[config.mk]
export PLATFORM = sky130hd
export DESIGN_NAME = hamming_top
export DESIGN_NICKNAME = d
export VERILOG_FILES = /design/src/rtl/hamming_top.sv
export SDC_FILE = /design/constraint.sdc
export NUM_CORES = 1
export LEC_CHECK = 0
export ABC_AREA = 1
export CAP_MARGIN = 20
export CORE_ASPECT_RATIO = 0.6
export CORE_MARGIN = 5
export CORE_UTILIZATION = 51
export CTS_BUF_LIST = sky130_fd_sc_hd__clkbuf_16
export CTS_CLUSTER_DIAMETER = 50
export DETAILED_ROUTE_END_ITERATION = 8
export PLACE_DENSITY = 0.81
export SETUP_SLACK_MARGIN = 0.5
export SYNTH_ARGS = -nofsm -noshare
export SYNTH_HDL_FRONTEND = slang
export SYNTH_SLANG_ARGS = --single-unit
[constraint.sdc]
create_clock -name clk -period 2.6 [get_ports clk]
set_input_delay 0.26 -clock clk [delete_from_list [all_inputs] [get_ports clk]]
set_output_delay 0.26 -clock clk [all_outputs]
set_load 0.02 [all_outputs]
[src/rtl/hamming_top.sv]
// ---------------------------------------------------------------------------
// hamming_top
//
// Purpose:
//   Reads four asynchronous switches, synchronizes them, encodes the nibble
//   as a Hamming(7,4) codeword, decodes it again with single-bit correction,
//   and shows the result on four active-low LEDs and a two-digit decimal
//   7-segment display (tens digit is 0 or 1).
//
//   Pipeline (one register per stage, all on the rising clk edge):
//     stage 1 : first synchronizer flop for each switch
//     stage 2 : second synchronizer flop, forms data word D[3:0]
//     stage 3 : Hamming(7,4) codeword C[1:7]
//     stage 4 : syndrome, correction, data extraction, display registers
//   A switch change stable before edge N reaches the outputs after edge N+3.
//
// Configuration:
//   HAMMING_ERR_INJECT_EN - when defined, a free-running 3-bit counter k
//   flips channel bit R[k] (k != 0) between stage 3 and stage 4. The
//   decoder corrects it, so the outputs match the plain build exactly.
//   When undefined the counter does not exist and R = C.
//
// Ports:
//   clk                     in   system clock, sole clock domain
//   rst                     in   synchronous active-high reset
//   ag, bg, cg, dg          in   switch inputs, data bits d0 (ag) .. d3 (dg)
//   led[3:0]                out  active-low image of decoded data
//   au..gu                  out  units-digit segments a..g, active-high
//   ad..gd                  out  tens-digit segments a..g, active-high
// ---------------------------------------------------------------------------
module hamming_top (
  input  logic       clk,
  input  logic       rst,
  input  logic       ag,
  input  logic       bg,
  input  logic       cg,
  input  logic       dg,
  output logic [3:0] led,
  output logic       au,
  output logic       bu,
  output logic       cu,
  output logic       du,
  output logic       eu,
  output logic       fu,
  output logic       gu,
  output logic       ad,
  output logic       bd,
  output logic       cd,
  output logic       dd,
  output logic       ed,
  output logic       fd,
  output logic       gd
);

  // Segment pattern for the digit zero; also the reset image of both digits.
  localparam logic [6:0] SEG_ZERO = 7'b1111110;

  // Pipeline state
  logic [3:0] sync_meta;   // stage 1
  logic [3:0] data;        // stage 2, D[3:0]
  logic [7:1] code;        // stage 3, C[1:7]
  logic [3:0] led_reg;     // stage 4
  logic [6:0] units_reg;   // stage 4, bit 6 = segment a
  logic [6:0] tens_reg;    // stage 4, bit 6 = segment a

  // Decode-stage combinational signals
  logic [7:1] chan;        // channel word R
  logic [2:0] syndrome;    // {s4, s2, s1}
  logic [3:0] q_dec;       // corrected data Q
  logic [3:0] units_val;
  logic       tens_val;
  logic [6:0] units_seg;
  logic [6:0] tens_seg;

  // Hamming(7,4) encoder; bit index equals codeword position 1..7.
  function automatic logic [7:1] hamming_encode(input logic [3:0] d);
    logic [7:1] c;
    c[1] = d[0] ^ d[1] ^ d[3];
    c[2] = d[0] ^ d[2] ^ d[3];
    c[3] = d[0];
    c[4] = d[1] ^ d[2] ^ d[3];
    c[5] = d[1];
    c[6] = d[2];
    c[7] = d[3];
    return c;
  endfunction

  // Decimal digit to segments abcdefg (bit 6 = a). Values above 9 never
  // reach this function in normal operation; they blank the digit.
  function automatic logic [6:0] seg7(input logic [3:0] v);
    logic [6:0] s;
    case (v)
      4'd0:    s = 7'b1111110;
      4'd1:    s = 7'b0110000;
      4'd2:    s = 7'b1101101;
      4'd3:    s = 7'b1111001;
      4'd4:    s = 7'b0110011;
      4'd5:    s = 7'b1011011;
      4'd6:    s = 7'b1011111;
      4'd7:    s = 7'b1110000;
      4'd8:    s = 7'b1111111;
      4'd9:    s = 7'b1111011;
      default: s = 7'b0000000;
    endcase
    return s;
  endfunction

  // Stages 1 and 2: two-flop synchronizer for all four switches.
  always_ff @(posedge clk) begin
    if (rst) begin
      sync_meta <= '0;
      data      <= '0;
    end else begin
      sync_meta <= {dg, cg, bg, ag};
      data      <= sync_meta;
    end
  end

  // Stage 3: register the codeword.
  always_ff @(posedge clk) begin
    if (rst) begin
      code <= '0;
    end else begin
      code <= hamming_encode(data);
    end
  end

`ifdef HAMMING_ERR_INJECT_EN
  logic [2:0] err_cnt;

  // Free-running error position; keeps counting even while D is steady so
  // every codeword position gets exercised.
  always_ff @(posedge clk) begin
    if (rst) begin
      err_cnt <= '0;
    end else begin
      err_cnt <= err_cnt + 3'd1;
    end
  end

  // Flip channel bit R[k]; k = 0 means no error this cycle.
  always_comb begin
    chan = code;
    for (int i = 1; i < 8; i++) begin
      if (err_cnt == 3'(i)) begin
        chan[i] = ~code[i];
      end
    end
  end
`else
  assign chan = code;
`endif

  // Syndrome: each bit checks the positions whose index has that bit set,
  // so a nonzero syndrome is the position of the single flipped bit.
  always_comb begin
    syndrome[0] = chan[1] ^ chan[3] ^ chan[5] ^ chan[7];
    syndrome[1] = chan[2] ^ chan[3] ^ chan[6] ^ chan[7];
    syndrome[2] = chan[4] ^ chan[5] ^ chan[6] ^ chan[7];
  end

  // Correction is only needed on the data positions 3, 5, 6, 7; a flipped
  // parity bit needs no action on the extracted data.
  always_comb begin
    q_dec[0] = chan[3] ^ (syndrome == 3'd3);
    q_dec[1] = chan[5] ^ (syndrome == 3'd5);
    q_dec[2] = chan[6] ^ (syndrome == 3'd6);
    q_dec[3] = chan[7] ^ (syndrome == 3'd7);
  end

  // Split Q into a tens digit (0 or 1) and a units digit.
  always_comb begin
    tens_val  = 1'b0;
    units_val = q_dec;
    if (q_dec >= 4'd10) begin
      tens_val  = 1'b1;
      units_val = q_dec - 4'd10;
    end
    units_seg = seg7(units_val);
    tens_seg  = tens_val ? seg7(4'd1) : seg7(4'd0);
  end

  // Stage 4: register the display images so every output comes from a flop.
  always_ff @(posedge clk) begin
    if (rst) begin
      led_reg   <= 4'b1111;
      units_reg <= SEG_ZERO;
      tens_reg  <= SEG_ZERO;
    end else begin
      led_reg   <= ~q_dec;
      units_reg <= units_seg;
      tens_reg  <= tens_seg;
    end
  end

  assign led = led_reg;
  assign {au, bu, cu, du, eu, fu, gu} = units_reg;
  assign {ad, bd, cd, dd, ed, fd, gd} = tens_reg;

endmodule

# Word level (Yosys, flattened, before mapping)
# Memories as Yosys holds them, arrays and structs flattened. A register that Yosys moved wholly into a read port is not among the register bits.
# Index checks and enable logic that the tools add are counted.
[totals]
ff_bits = 26
romBits = 112
input_bits = 6
output_inout_bits = 18
wordCells = 35
n_memories = 1
[memory_table]
columns = ["name", "depth", "word_bits", "rd", "rd_ports_with_merged_regs", "wr", "line_no", "text"]
rows = [
  ["(name not given)", 16, 7, 1, 1, 0, "92", "case (v)"],
]
[op_classes]
addsub = 1
n_lt_le_gt_ge = 1
n_eq_ne = 4
muxes = 3
bitwise = 20
[op_table]
columns = ["op", "count"]
rows = [
  ["XOR 1 bit", 19],
  ["equality test 3 bit, second input constant", 3],
  ["2-to-1 mux 7 bit", 1],
  [">= comparator 4 bit, second input constant", 1],
  ["2-to-1 mux 4 bit", 1],
  ["inverter 4 bit", 1],
  ["subtractor 4 bit, second input constant", 1],
  ["equality test 3 x 2 -> 1 bit, second input constant", 1],
  ["2-to-1 mux 1 bit", 1],
]

# Depth between registers and ports, before layout
# Gate-level depths: netlist of run 1.
[logic_depth]
depth_word = 8
mapped_depth = 17

# Worst setup path after synthesis of run 1
# OpenSTA, ideal clock, no wires.
[synth_timing]
path_kind = "reg-to-reg"
start = "register code, in the netlist chan[3]"
end = "register units_reg[3]"
t_arrival_ns = 1.791
setup_slack_ns = 0.685
path_stages_with_launch = 15
n_path_buf = 0
cell_sequence = "dfxtp_1 inv_2 nand2_1 nand2_1 nand2_2 inv_1 nor2_4 nand4_2 nand3_4 nor2_1 nor2_1 inv_1 ha_1 nand3_1 nand3_1"
[synth_between]
elab_chain_len = 7
[synth_lines]
columns = ["item", "line_no", "text"]
rows = [
  ["from (decl)", "61", "logic [7:1] code;"],
  ["from (signal assigned)", "124", "code <= hamming_encode(data);"],
  ["XOR 1 bit (on tied branches) (3 in a row)", "157, 158", ""],
  ["equality test 3 x 2 -> 1 bit, or another cell as far along", "165", "q_dec[0] = chan[3] ^ (syndrome == 3'd3);"],
  ["XOR 1 bit (on tied branches)", "--", ""],
  ["subtractor 4 bit / >= comparator 4 bit (equally long branches)", "177, 175", ""],
  ["2-to-1 mux 4 bit *", "175", "if (q_dec >= 4'd10) begin"],
  ["to (decl)", "63", "logic [6:0] units_reg;"],
]
# Mark *: on every way between the ends. The rest lies on a longest branch, timed or not.
# A chain may end at the register's enable or synchronous reset.

# Final worst setup path of run 1
[layout_timing]
start = "register code, in the netlist chan[5]"
end = "register units_reg[3]"
[layout_between]
elab_chain_len = 7
[layout_lines]
columns = ["item", "line_no", "text"]
rows = [
  ["XOR 1 bit (3 in a row)", "159", "syndrome[2] = chan[4] ^ chan[5] ^ chan[6] ^ chan[7];"],
  ["equality test 3 x 2 -> 1 bit, or another cell as far along", "165", ""],
  ["XOR 1 bit (on tied branches)", "--", ""],
  ["subtractor 4 bit / >= comparator 4 bit (equally long branches)", "177, 175", ""],
  ["2-to-1 mux 4 bit *", "175", ""],
]
# Marked as above.

==> results.cfg, run 1 <==
[run_status]
status = finished, final reports clean

[synth]
yosysUniqueCellTypes = 25
netlist_instances = 186
yosys_warnings = 0
yosysTopAreaCell = dfxtp_1
ys_ff_latch = 27
syn-cell-area_sq_um = 1360
yosysSeqAreaShare_pct = 39.8
syn_area_per_cell_sq_um = 7.31
yosys-top-cells-area = dfxtp_1 40%, nand2_1 12%, inv_1 8.0%
post-synth-top-area-fraction_pct = 39.8

[floorplan]
die_area_sq_um = 3830
row_count = 14
pin_count = 24
die_w_um = 76.6
start_util_pct = 53.9
core_area_sq_um = 2520
die_h_um = 50.0

[pwr]
p_leak_nw = 0.861
ir_drop_v = 0.000476
power_mw = 1.01
p_per_area_nw_per_um2 = 563

[final_layout]
fin_cells = 245
design_area_sq_um = 1790
layout_common_cells = 34 x nand2_1, 28 x inv_1, 23 x dfxtp_1, 21 x nor2_1, 20 x clkdlybuf4s50_1
antenna_cells = 0
fin_nets = 226
synthToLayoutAreaGrowth_pct = 31.4
layout_commonest_cell = nand2_1
drive_gt1_share_pct = 25.4

[sta]
slew_violations = 0
setup_violations = 0
rsz0062_at_grt = no
fin_worst_skew_ns = 0.00152
setup_tns_ns = 0
hold_viol = 0
min_period_over_period_pct = 79.3
setup_slack_ns = 0.539
period_minus_slack_ns = 2.06
fmax_mhz = 485

[clock_tree]
clk_latency_ns = 0.26
clkTransAtPathRegs_ns = 0.07
cts_root_buf = clkbuf_16
cts_tree = done
htree_levels = 1
cts_inserted_buffers = 3
cts.sinks = 27
cts_max_path_buffers = 2

[min_path]
hp-class = reg2reg
holdCritStartpoint = sync_meta[2]

[place]
placed_area_sq_um = 1570
io_buffers = 20
hpwl_um = 1980
gp_congestion = 0.812
post-place-ws_ns = 0.409
placedCellCount = 234

[setup_path]
required_ns = 2.75
reg2reg_from = chan[5]
critPathArrivalTime_ns = 2.21
worstSetupEndpointType = register
crit_type = reg2reg
worstSetupStartpointType = register
cp_max_fo = 7
critPathLaunch = chan[5]

[global_routing]
grt_util_all_layers_pct = 13.8
antenna_found_initial = 0
grt_max_degree = 18
grt_pass1_wl_um = 4320
gr-total-overflow = 0
grt_pass1_vias = 1014

[detailed_routing]
avgViaCountPerCell = 4.68
firstDrtPassIters = 4
wl_per_cell_um = 12.1
routed_wl_um = 2970
drt_iter0_drc = 32
ant_nets = 0
vias = 1147
drt_drc_violations_left = 0

[run]
drv_cap = 0
## power breakdown
group / switching (mW) / internal (mW) / leakage, nW
clock network: 0.149 / 0.213 / 0.0415
logic: 0.120 / 0.0806 / 0.595
registers: 0.0117 / 0.432 / 0.225
## per-layer routing
metal	share of wire [%]	vias up	global-route usage [%]
li1	-	604	-
met1	46	502	18.0
met2	47	39	22.2
met3	6.6	2	5.09
met4	0.34	0	2.33
met5	0	-	0
## per-stage QoR
| step | hold slack [ns] | util, % |
|---|---|---|
| global placement | 0.390 | 62.2 |
| global route | 0.425 | 70.8 |
| finish | 0.404 | 70.8 |
| detailed placement | 0.395 | 62.2 |
| CTS | 0.405 | 65.9 |
| floorplan | 0.331 | - |
## synthesized netlist by cell type
master    number
nand2_1       42
inv_1         29
dfxtp_1       27
nor2_1        24
nand3_1       11
buf_4          6
ha_1           6
nand2_2        6
inv_2          5
xor2_1         4
a21oi_1        3
nand4_1        3
o21ai_0        3
conb_1         2
nand2_4        2
nand3_2        2
nor2_2         2
nor2_4         2
clkbuf_1       1
clkinv_2       1
nand3_4        1
nand4_2        1
o21bai_1       1
or2_1          1
xnor2_1        1
## final cells by class
class | instances | area, sq um
clock inverters | 1 | 8.76
well taps | 32 | 40.0
flip-flops and latches | 27 | 556
fillers | 187 | 737
clock buffers | 3 | 75.1
repair buffers | 29 | 268
multi-input cells | 118 | 706
inverters | 35 | 133
## timing repair
action	in CTS	in global routing
setup endpoints to repair	5	6
endpoints found under the hold margin	0	0
resized for setup	6	21
hold buffers	0	0
pin swaps	0	10
buffers inserted	0	7
## cell families after synthesis
logic type | Yosys count | share of synthesized area (%)
DFF | 27 | 39.8
xor gates and xnor gates | 5 | 3.22
adders and majority gates | 6 | 5.52
and+or+nand+nor | 97 | 34.8
buffers and inverters | 42 | 13.4
other | 2 | 0.553
AOI/OAI and AO/OA | 7 | 2.76
## final timing paths
path | endpoint | slack [ns] | cells after the start
hold / removal | data[2] | 0.40 | 2
setup / recovery | units_reg[3] | 0.54 | 15
setup reg to reg | units_reg[3] | 0.54 | 15
hold reg to reg | data[2] | 0.40 | 2
## critical path, cell delays in order (launching register included)
cell     delay [ns]
dfxtp_4        0.37
nand2_2        0.07
inv_1          0.04
nor2_2         0.16
nand2_2        0.09
nand2_4        0.12
nand2_2        0.07
nand2_1        0.07
nand2_2        0.11
nand3_4        0.12
nor2_4         0.06
nor2_4         0.14
inv_2          0.06
ha_1           0.30
nand3_2        0.10
nand3_2        0.07
Power figures use the tool's default switching activity.
==> run 2: changes to the inputs <==
- CORE_UTILIZATION: 51 -> 46
- PLACE_DENSITY: 0.81 -> 0.77
- clock period: 2.6 -> 1.8 ns (I/O delays scaled with it)
==> results.cfg, run 2 (synthesis gave the netlist of run 1 again) <==
[global_routing]
gr-total-overflow = 0
antenna_found_initial = 0
grt_util_all_layers_pct = 16.3
grt_pass1_vias = 1165
grt_pass1_wl_um = 5220
grt_max_degree = 18

[run_status]
violations = negative setup slack
status = finished with violations

[setup_path]
worstSetupStartpointType = register
cp_slowest_cell = dfxtp_4
required_ns = 1.96
crit_type = reg2reg
worstSetupEndpointType = register
cp_max_fo = 6
crit_chain = inv_2 -> nand2_2 -> nand2_4 -> nand2_4 -> inv_2 -> nor2_4 -> nand4_1 -> nand2_2 -> nor2_4 -> nor2_4 -> inv_2 -> ha_2 -> inv_2 -> nand3_1 -> nand3_1 -> nand2_1
cp_common_cell = inv_2
critPathArrivalTime_ns = 2.09
critPathMaxStageDelay_ns = 0.40

[sta]
period_minus_slack_ns = 1.93
hold_viol = 0
setup_slack_ns = -0.132
setup_violations = 7
min_period_over_period_pct = 107
fin_worst_skew_ns = 0.00334
fmax_mhz = 518
slew_violations = 0
rsz0062_at_grt = yes

[clock_tree]
cts_inserted_buffers = 3
postCtsHoldBufs = 0
cts_root_buf = clkbuf_16
htree_levels = 1
clk_latency_ns = 0.26
cts_tree = done
cts.sinks = 27
clkTransAtPathRegs_ns = 0.07
cts_max_path_buffers = 2

[final_layout]
utilization_pct = 72.9
antenna_cells = 0
layout_common_cells = 22 x inv_1, 22 x dfxtp_1, 20 x nand2_1, 19 x buf_4, 18 x nor2_1
drive_gt1_share_pct = 43.8
design_area_sq_um = 2080
synthToLayoutAreaGrowth_pct = 53.1
fin_nets = 239

[floorplan]
die_area_sq_um = 4180
die_h_um = 52.1
core_area_sq_um = 2850
die_w_um = 80.2
start_util_pct = 47.6
pin_count = 24
row_count = 15

[pwr]
p_int_mw = 1.08
clkPwrFrac_pct = 34.4
switching_share_pct = 29.1
p_leak_nw = 0.943
p_per_area_nw_per_um2 = 730
power.switching_uw = 442
power_mw = 1.52
power_frac_comb_pct = 23.3
sequentialPowerShare_pct = 42.3
ir_drop_v = 0.000518

[detailed_routing]
routed_wl_um = 3120
drt_drc_violations_left = 0
vias = 1209
avgViaCountPerCell = 4.51
ant_nets = 0
drt_iter0_drc = 36
wl_met3_um = 171
top_layer = met4
wl_per_cell_um = 11.6
wl_met2_um = 1370
wl_met1_um = 1520
firstDrtPassIters = 4

[place]
hpwl_um = 2020
gp_congestion = 0.875
placed_area_sq_um = 1710
io_buffers = 20

[run]
drv_cap = 0

[min_path]
hp-class = reg2reg
-- run 2: changes by cell type in the layout (fill, tap and decap cells not counted), moves of 3 or more --
cell and change:
clkdlybuf4s50_1 -15, ha_1 -3, nor2_4 +3, nand3_1 -4
buf_4 +10, nand2_2 +5, nand3_2 +3, nor2_1 -3
dlygate4sd2_1 +15, nand2_1 -14, inv_1 -6, nand2_4 +9
inv_2 +4
-- run 2: through the flow --
stage                     hold slack (ns)  setup WS, ns  setup TNS, ns  cells
after floorplan                     0.244        0.0149              0    187
after global placement              0.389        -0.140         -0.628    255
after detailed placement            0.392        -0.187         -0.878    255
after CTS                           0.402       -0.0549         -0.197    265
after global routing                0.427        -0.259          -1.34    268
final                               0.400        -0.132         -0.510    268
-- run 2: layout make-up --
class | instances | area [sq um]
Timing Repair Buffer | 42 | 367
Clock buffer | 3 | 75.1
Inverter | 35 | 141
Multi-Input combinational cell | 118 | 880
Fill cell | 231 | 772
Sequential cell | 27 | 557
Clock inverter | 1 | 8.76
Tap cell | 42 | 52.6
-- run 2: worst paths after layout --
| check | slack (ns) | endpoint | startpoint | depth (start not counted) |
|---|---|---|---|---|
| setup / recovery | -0.13 | units_reg[2] | chan[7] | 16 |
| hold reg to reg | 0.40 | data[3] | sync_meta[3] | 2 |
| setup reg to reg | -0.13 | units_reg[2] | chan[7] | 16 |
| hold / removal | 0.40 | data[3] | sync_meta[3] | 2 |
-- run 2: power by group through the flow --
stage	clock (mW)	sequential [mW]	combinational (mW)
floorplan	0	0.675	0.160
global placement	0	0.656	0.269
detailed placement	0	0.657	0.272
CTS	0.531	0.642	0.325
global route	0.561	0.647	0.387
finish	0.523	0.643	0.354
-- run 2: critical path, delay by kind of cell, from the launching register on --
family | cells | cell delay (ns)
buf+inv | 4 | 0.21
fa+ha+maj | 1 | 0.17
simple gates | 11 | 1.05
flops | 1 | 0.40
-- run 2: repair_timing --
| action | 4_1_cts | 5_1_grt |
|---|---|---|
| setup endpoints to repair | 27 | 12 |
| buffers inserted | 6 | 3 |
| gates resized for setup | 59 | 19 |
| pin swaps | 26 | 13 |
-- run 2: metal layers --
metal,vias up,global-route usage (%)
li1,628,-
met1,546,22.3
met2,27,25.0
met3,8,4.15
met4,0,5.34
met5,-,0
